## src/rtl/muldiv_pkg.sv

```systemverilog
// Shared encodings for the sequential RV32M multiply/divide unit:
// funct3 operation codes, FSM states and small decode helpers.
package muldiv_pkg;

    typedef enum logic [2:0] {
        F3_MUL    = 3'b000,
        F3_MULH   = 3'b001,
        F3_MULHSU = 3'b010,
        F3_MULHU  = 3'b011,
        F3_DIV    = 3'b100,
        F3_DIVU   = 3'b101,
        F3_REM    = 3'b110,
        F3_REMU   = 3'b111
    } funct3_e;

    typedef enum logic [1:0] {
        ST_IDLE = 2'd0,
        ST_CALC = 2'd1,
        ST_FIX  = 2'd2,
        ST_DONE = 2'd3
    } state_e;

    function automatic logic f3_a_signed(input funct3_e f);
        return f inside {F3_MUL, F3_MULH, F3_MULHSU, F3_DIV, F3_REM};
    endfunction

    function automatic logic f3_b_signed(input funct3_e f);
        return f inside {F3_MUL, F3_MULH, F3_DIV, F3_REM};
    endfunction

    function automatic logic f3_is_div(input funct3_e f);
        return f inside {F3_DIV, F3_DIVU, F3_REM, F3_REMU};
    endfunction

    function automatic logic f3_is_rem(input funct3_e f);
        return f inside {F3_REM, F3_REMU};
    endfunction

endpackage

```

## src/rtl/muldiv_if.sv

```systemverilog
// Request/result bundle between the pipeline and the multiply/divide unit.
// Signal prefixes are from the unit's point of view (slave modport).
interface muldiv_if;
    logic        i_start;
    logic [2:0]  i_funct3;
    logic [31:0] i_operand_a;
    logic [31:0] i_operand_b;
    logic        i_flush;
    logic        o_stall;
    logic        o_busy;
    logic        o_valid;
    logic [31:0] o_result;

    modport slave (
        input  i_start, i_funct3, i_operand_a, i_operand_b, i_flush,
        output o_stall, o_busy, o_valid, o_result
    );

    modport master (
        output i_start, i_funct3, i_operand_a, i_operand_b, i_flush,
        input  o_stall, o_busy, o_valid, o_result
    );
endinterface

```

## src/rtl/muldiv_addsub.sv

```systemverilog
// 33-bit adder/subtractor with carry out, shared by the shift-add multiply
// and the restoring-divide trial subtract.
module muldiv_addsub (
    input  logic [32:0] i_a,
    input  logic [32:0] i_b,
    input  logic        i_sub,
    output logic [32:0] o_sum,
    output logic        o_carry
);
    logic [32:0] w_b_inv;
    logic [33:0] w_full;

    // Subtract as a + ~b + 1; carry out high means a >= b (no borrow).
    assign w_b_inv = i_sub ? ~i_b : i_b;
    assign w_full  = {1'b0, i_a} + {1'b0, w_b_inv} + {33'd0, i_sub};
    assign o_sum   = w_full[32:0];
    assign o_carry = w_full[33];
endmodule

```

## src/rtl/muldiv_seq.sv

```systemverilog
// Sequential RV32M multiply/divide: 32 magnitude iterations in CALC, sign
// correction in FIX, one-cycle result strobe in DONE.
module muldiv_seq
    import muldiv_pkg::*;
#(
    parameter logic EARLY_DIV0 = 1'b1
) (
    input logic     i_clk,
    input logic     i_rst_n,
    muldiv_if.slave bus
);
    state_e      r_state;
    logic [4:0]  r_cnt;
    funct3_e     r_funct3;
    logic [31:0] r_hi;
    logic [31:0] r_lo;
    logic [31:0] r_opb;
    logic [31:0] r_result;
    logic        r_sign_a;
    logic        r_sign_b;
    logic        r_div0;
    logic        r_valid;

    funct3_e     w_funct3;
    logic        w_a_neg;
    logic        w_b_neg;
    logic        w_b_zero;
    logic        w_early;
    logic        w_is_div;
    logic        w_busy;
    logic [31:0] w_mag_a;
    logic [31:0] w_mag_b;
    logic [31:0] w_early_res;
    logic [32:0] w_as_a;
    logic [32:0] w_as_b;
    logic [32:0] w_sum;
    logic        w_carry;
    logic [32:0] w_mul_t;
    logic [63:0] w_prod;
    logic [63:0] w_prod_fix;
    logic [31:0] w_quo_fix;
    logic [31:0] w_rem_fix;
    logic [31:0] w_fix_res;

    assign w_funct3    = funct3_e'(bus.i_funct3);
    assign w_a_neg     = f3_a_signed(w_funct3) & bus.i_operand_a[31];
    assign w_b_neg     = f3_b_signed(w_funct3) & bus.i_operand_b[31];
    assign w_mag_a     = w_a_neg ? (32'd0 - bus.i_operand_a) : bus.i_operand_a;
    assign w_mag_b     = w_b_neg ? (32'd0 - bus.i_operand_b) : bus.i_operand_b;
    assign w_b_zero    = (bus.i_operand_b == 32'd0);
    assign w_early     = EARLY_DIV0 && f3_is_div(w_funct3) && w_b_zero;
    assign w_early_res = f3_is_rem(w_funct3) ? bus.i_operand_a : 32'hFFFF_FFFF;

    // r_lo holds the multiplier (mul) or the dividend/quotient shift register (div);
    // r_hi holds the product high half (mul) or the partial remainder (div).
    assign w_is_div = f3_is_div(r_funct3);
    assign w_as_a   = w_is_div ? {r_hi, r_lo[31]} : {1'b0, r_hi};
    assign w_as_b   = {1'b0, r_opb};

    muldiv_addsub u_addsub (
        .i_a     (w_as_a),
        .i_b     (w_as_b),
        .i_sub   (w_is_div),
        .o_sum   (w_sum),
        .o_carry (w_carry)
    );

    assign w_mul_t = r_lo[0] ? w_sum : {1'b0, r_hi};

    // Divide-by-zero quotient is forced; the remainder naturally equals the dividend.
    assign w_prod     = {r_hi, r_lo};
    assign w_prod_fix = (r_sign_a ^ r_sign_b) ? (64'd0 - w_prod) : w_prod;
    assign w_quo_fix  = r_div0 ? 32'hFFFF_FFFF :
                        ((r_sign_a ^ r_sign_b) ? (32'd0 - r_lo) : r_lo);
    assign w_rem_fix  = r_sign_a ? (32'd0 - r_hi) : r_hi;

    always_comb begin
        w_fix_res = w_quo_fix;
        case (r_funct3)
            F3_MUL:                       w_fix_res = w_prod_fix[31:0];
            F3_MULH, F3_MULHSU, F3_MULHU: w_fix_res = w_prod_fix[63:32];
            F3_REM, F3_REMU:              w_fix_res = w_rem_fix;
            default:                      w_fix_res = w_quo_fix;
        endcase
    end

    always_ff @(posedge i_clk or negedge i_rst_n) begin
        if (!i_rst_n) begin
            r_state  <= ST_IDLE;
            r_cnt    <= 5'd0;
            r_funct3 <= F3_MUL;
            r_hi     <= 32'd0;
            r_lo     <= 32'd0;
            r_opb    <= 32'd0;
            r_result <= 32'd0;
            r_sign_a <= 1'b0;
            r_sign_b <= 1'b0;
            r_div0   <= 1'b0;
            r_valid  <= 1'b0;
        end else if (bus.i_flush) begin
            r_state  <= ST_IDLE;
            r_cnt    <= 5'd0;
            r_valid  <= 1'b0;
            r_result <= 32'd0;
        end else begin
            case (r_state)
                ST_IDLE: begin
                    r_valid  <= 1'b0;
                    r_result <= 32'd0;
                    if (bus.i_start) begin
                        r_funct3 <= w_funct3;
                        r_sign_a <= w_a_neg;
                        r_sign_b <= w_b_neg;
                        r_div0   <= f3_is_div(w_funct3) && w_b_zero;
                        r_hi     <= 32'd0;
                        r_lo     <= w_mag_a;
                        r_opb    <= w_mag_b;
                        r_cnt    <= 5'd0;
                        if (w_early) begin
                            r_state  <= ST_DONE;
                            r_valid  <= 1'b1;
                            r_result <= w_early_res;
                        end else begin
                            r_state <= ST_CALC;
                        end
                    end
                end
                ST_CALC: begin
                    if (w_is_div) begin
                        r_hi <= w_carry ? w_sum[31:0] : {r_hi[30:0], r_lo[31]};
                        r_lo <= {r_lo[30:0], w_carry};
                    end else begin
                        r_hi <= w_mul_t[32:1];
                        r_lo <= {w_mul_t[0], r_lo[31:1]};
                    end
                    r_cnt <= r_cnt + 5'd1;
                    if (r_cnt == 5'd31) begin
                        r_state <= ST_FIX;
                    end
                end
                ST_FIX: begin
                    r_result <= w_fix_res;
                    r_valid  <= 1'b1;
                    r_state  <= ST_DONE;
                end
                ST_DONE: begin
                    r_result <= 32'd0;
                    r_valid  <= 1'b0;
                    r_state  <= ST_IDLE;
                end
                default: r_state <= ST_IDLE;
            endcase
        end
    end

    assign w_busy       = (r_state == ST_CALC) || (r_state == ST_FIX);
    assign bus.o_busy   = w_busy;
    assign bus.o_stall  = i_rst_n && (((r_state == ST_IDLE) && bus.i_start) || w_busy);
    assign bus.o_valid  = r_valid;
    assign bus.o_result = r_result;
endmodule

```

## src/flat_wrapper.sv

```systemverilog
// flat-port wrapper written by rule: the top's interface ports become plain ports
module muldiv_seq_flat import muldiv_pkg::*;
#(
    parameter logic EARLY_DIV0 = 1'b1
)
  (i_clk, i_rst_n, bus_i_start, bus_i_funct3, bus_i_operand_a, bus_i_operand_b, bus_i_flush, bus_o_stall, bus_o_busy, bus_o_valid, bus_o_result);
  muldiv_if bus_i ();
  input logic i_clk;
  input logic i_rst_n;
  input wire logic [$bits(bus_i.i_start)-1:0] bus_i_start;
  input wire logic [$bits(bus_i.i_funct3)-1:0] bus_i_funct3;
  input wire logic [$bits(bus_i.i_operand_a)-1:0] bus_i_operand_a;
  input wire logic [$bits(bus_i.i_operand_b)-1:0] bus_i_operand_b;
  input wire logic [$bits(bus_i.i_flush)-1:0] bus_i_flush;
  output wire logic [$bits(bus_i.o_stall)-1:0] bus_o_stall;
  output wire logic [$bits(bus_i.o_busy)-1:0] bus_o_busy;
  output wire logic [$bits(bus_i.o_valid)-1:0] bus_o_valid;
  output wire logic [$bits(bus_i.o_result)-1:0] bus_o_result;
  assign bus_i.i_start = bus_i_start;
  assign bus_i.i_funct3 = bus_i_funct3;
  assign bus_i.i_operand_a = bus_i_operand_a;
  assign bus_i.i_operand_b = bus_i_operand_b;
  assign bus_i.i_flush = bus_i_flush;
  assign bus_o_stall = bus_i.o_stall;
  assign bus_o_busy = bus_i.o_busy;
  assign bus_o_valid = bus_i.o_valid;
  assign bus_o_result = bus_i.o_result;
  muldiv_seq #(.EARLY_DIV0(EARLY_DIV0)) u_core (.i_clk(i_clk), .i_rst_n(i_rst_n), .bus(bus_i));
endmodule
```

## config.mk

```make
export PLATFORM = sky130hd
export DESIGN_NAME = muldiv_seq_flat
export DESIGN_NICKNAME = d
export VERILOG_FILES = /design/src/rtl/muldiv_pkg.sv /design/src/rtl/muldiv_if.sv /design/src/rtl/muldiv_addsub.sv /design/src/rtl/muldiv_seq.sv /design/src/flat_wrapper.sv
export SDC_FILE = /design/constraint.sdc
export NUM_CORES = 1
export LEC_CHECK = 0
export CORE_MARGIN = 2
export CORE_UTILIZATION = 60
export CTS_BUF_LIST = sky130_fd_sc_hd__clkbuf_4
export DETAILED_ROUTE_END_ITERATION = 8
export GPL_TIMING_DRIVEN = 1
export PLACE_DENSITY = 0.93
export SKIP_LAST_GASP = 1
export SYNTH_ARGS = -nofsm -noshare
export SYNTH_HDL_FRONTEND = slang
export SYNTH_HIERARCHICAL = 1
export SYNTH_SLANG_ARGS = --single-unit
```

## constraint.sdc

```tcl
create_clock -name i_clk -period 6.1 [get_ports i_clk]
set_input_delay 0.61 -clock i_clk [delete_from_list [all_inputs] [get_ports i_clk]]
set_output_delay 0.61 -clock i_clk [all_outputs]
set_load 0.02 [all_outputs]
```

==> results.txt <==
Status - complete, no violations
H-tree Lvls - 4
Yosys top cell by area - dfrtp_1
Dpl hpwl - 35.2 mm
Sequential area share after synthesis - 24.1%
Drt pass-1 iters - 8
Synth Flop Type - dfrtp_1
Chip width - 161 um
Fraction of registers with async set/reset - 100%
CP Cell Sequence - buf_4 > o21ai_0 > ha_1 > a2111oi_4 > or3_4 > o21ai_2 > o21ai_4 > nor2_1 > or3_2 > mux2_2 > nand2_1 > o21ai_0 > a22o_1
Tcrit/Tclk final - 81.8%
GRT overflow - 0
Area Overhead vs Synth - 9.15%
# hold bufs at CTS - 1
Synth Instances - 1911
Largest fanout on the critical path - 51
Min cycle time layout - 4.99 ns
Fin util - 66.5%
CP Class - flop to flop
Cell area after synthesis - 14800 um2
Critical Path Source Type - flop
Fraction of layout cells with a size suffix above 1 - 7.96%
Via count - 15448
DRT Wirelength - 47.7 mm
Count of final hold-check violations - 0
Wire per inst - 21.3 um
EDFF count, synth - 0
Post-route clock skew - 0.0353 ns
Post-CTS setup buffer count - 0
Worst setup margin - 1.11 ns
Die H - 161 um
Post-synth net total - 2025
Netlist cell types - 89
Clk sinks - 142
Arrival @ worst endpoint - 5.48 ns
Die area - 25900 um2
DRT antenna net count - 0
Final nets - 2010
Max-cap viol count - 0
CTS root buf - clkbuf_4
RSZ-0062 raised after global routing - false
Worst endpoint required time - 6.58 ns
Area after DPL - 15800 um2
Slowest CP cell - or3_2
Worst-margin pin slew - 1.20 ns
Count leader, synth - nand2_1
Slew Viols, Final - 0
Placer Congestion - 1.00
Fmax - 200 MHz
Syn Area/Cell - 7.73 um2
# DRC - 0
Final instance area - 16100 um2
Io pins - 106
CP dominant cell by count - o21ai_0
Worst slew margin - 19.7%
CTS max path bufs - 2
Element type at the critical path end - flop
Initial Util - 60.9%
CP bufs+invs - 1
Warnings from Yosys - 6
Synthesis-stage register bit count - 142
Top post-synthesis cells by count - 211 x nand2_1, 179 x o21ai_0, 142 x dfrtp_1, 140 x clkbuf_1, 137 x a21oi_1
IO Port Bufs - 105
Antenna violations before repair - 1
Number of CTS-inserted buffers - 17
Initial drt markers - 2319
Worst skew pair latency - 0.62 ns
Vias in the first global route - 14297
Ranking of synthesized cells by area - dfrtp_1 24%, xor2_1 6.3%, o21ai_0 6.1%, nand2_1 5.4%, xnor2_1 5.0%
Top cell type's share of synthesized area - 24.1%
Post-Route Setup TNS - 0 ns
Total GRT Usage - 36.1%
CTS tree - done
Pre-CTS WS - 1.24 ns
Post-cts sizing count - 0
Largest net degree at the start of global routing - 83
Via density - 6.91
Number of placement rows - 57
Critical Path Max Stage Delay - 0.89 ns
CP top delay family - compound AO/OA/AOI/OAI gates
Core box area - 24200 um2
Clock-pin slew on the worst setup and hold paths - 0.16 ns
Setup violations, final - 0
Hold/Removal Path Class - input port to asynchronous set/reset pin
First-pass GRT wire length - 75.6 mm
cells in the final DEF, fill, tap and decap left out, drive strengths merged, types with 27 or more instances in the layout:
cell	Yosys	final
nor3	49	49
buf	24	27
nor2b	32	32
dfrtp	142	142
nand2	211	211
nor2	129	129
nand3	30	30
mux2i	69	69
inv	33	40
a211oi	40	40
xnor2	84	84
xor2	107	107
clkdlybuf4s50	0	104
nor4	27	27
mux2	39	39
o21ai	183	183
a21oi	137	137
ha	42	42
a22o	27	27
area by class of cell:
class	instances	area [um2]
Multi-Input combinational cell	1569	10500
Tap cell	324	405
Sequential cell	142	3560
Inverter	34	128
Antenna cell	1	2.50
Clock buffer	17	128
Fill cell	2014	8130
Clock inverter	15	176
Timing Repair Buffer	132	1260
worst paths after layout:
kind                                                     from                             endpoint  slack, ns  cells past startpoint
max                            u_core/r_funct3[2]$_DFFE_PN0P_          u_core/r_hi[31]$_DFFE_PN0P_       1.11                     13
min                                                   i_rst_n         u_core/r_opb[24]$_DFFE_PN0P_       0.51                      2
max reg2reg                    u_core/r_funct3[2]$_DFFE_PN0P_          u_core/r_hi[31]$_DFFE_PN0P_       1.11                     13
min reg2reg                u_core/bus.o_result[4]$_DFFE_PN0P_   u_core/bus.o_result[4]$_DFFE_PN0P_       0.51                      1
max in group asynchronous                             i_rst_n  u_core/bus.o_result[25]$_DFFE_PN0P_       4.46                      3
min in group i_clk         u_core/bus.o_result[4]$_DFFE_PN0P_   u_core/bus.o_result[4]$_DFFE_PN0P_       0.51                      1
registers in the layout (all words and copies together) (netlist names):
register,count
u_core/bus.o_result,32
u_core/r_hi,32
u_core/r_lo,32
u_core/r_opb,32
u_core/r_cnt,5
u_core/r_funct3,3
u_core/r_state,2
u_core/bus.o_valid,1
u_core/r_div0,1
u_core/r_sign_a,1
u_core/r_sign_b,1
stage by stage:
step,std cells,hold slack [ns]
finish,2234,0.507
global route,2234,0.511
CTS,2233,0.485
detailed placement,2200,0.469
global placement,2200,0.475
floorplan,1911,0.314
routing by layer:
metal	track usage, %	part of all wire [%]	vias up	routed length, um
met5	0	0	-	0
met4	18.8	5.8	0	2780
met3	6.12	11	243	5360
met2	55.9	44	1122	20800
met1	48.5	39	7122	18800
li1	-	-	6961	-
worst reg2reg max path, delay by kind of cell (launching register included):
kind / cells / cell delay, ns
flops: 1 / 0.87
mux: 1 / 0.45
buf+inv: 1 / 0.54
compound gates: 6 / 1.37
fa+ha+maj: 1 / 0.40
simple gates: 4 / 1.26
logic make-up after synthesis:
logic type                 after synthesis  synth area share [%]
buffers and inverters                  200                  5.26
DFF                                    142                  24.1
xor gates and xnor gates               191                  11.3
AOI/OAI and AO/OA                      609                  26.9
and+or+nand+nor                        617                  21.0
muxes                                  108                  7.68
other                                    1                0.0254
adders and majority gates               43                  3.69
Power is not shown: default switching activity piles up to over one toggle a cycle in this logic, so the estimate is an artifact.
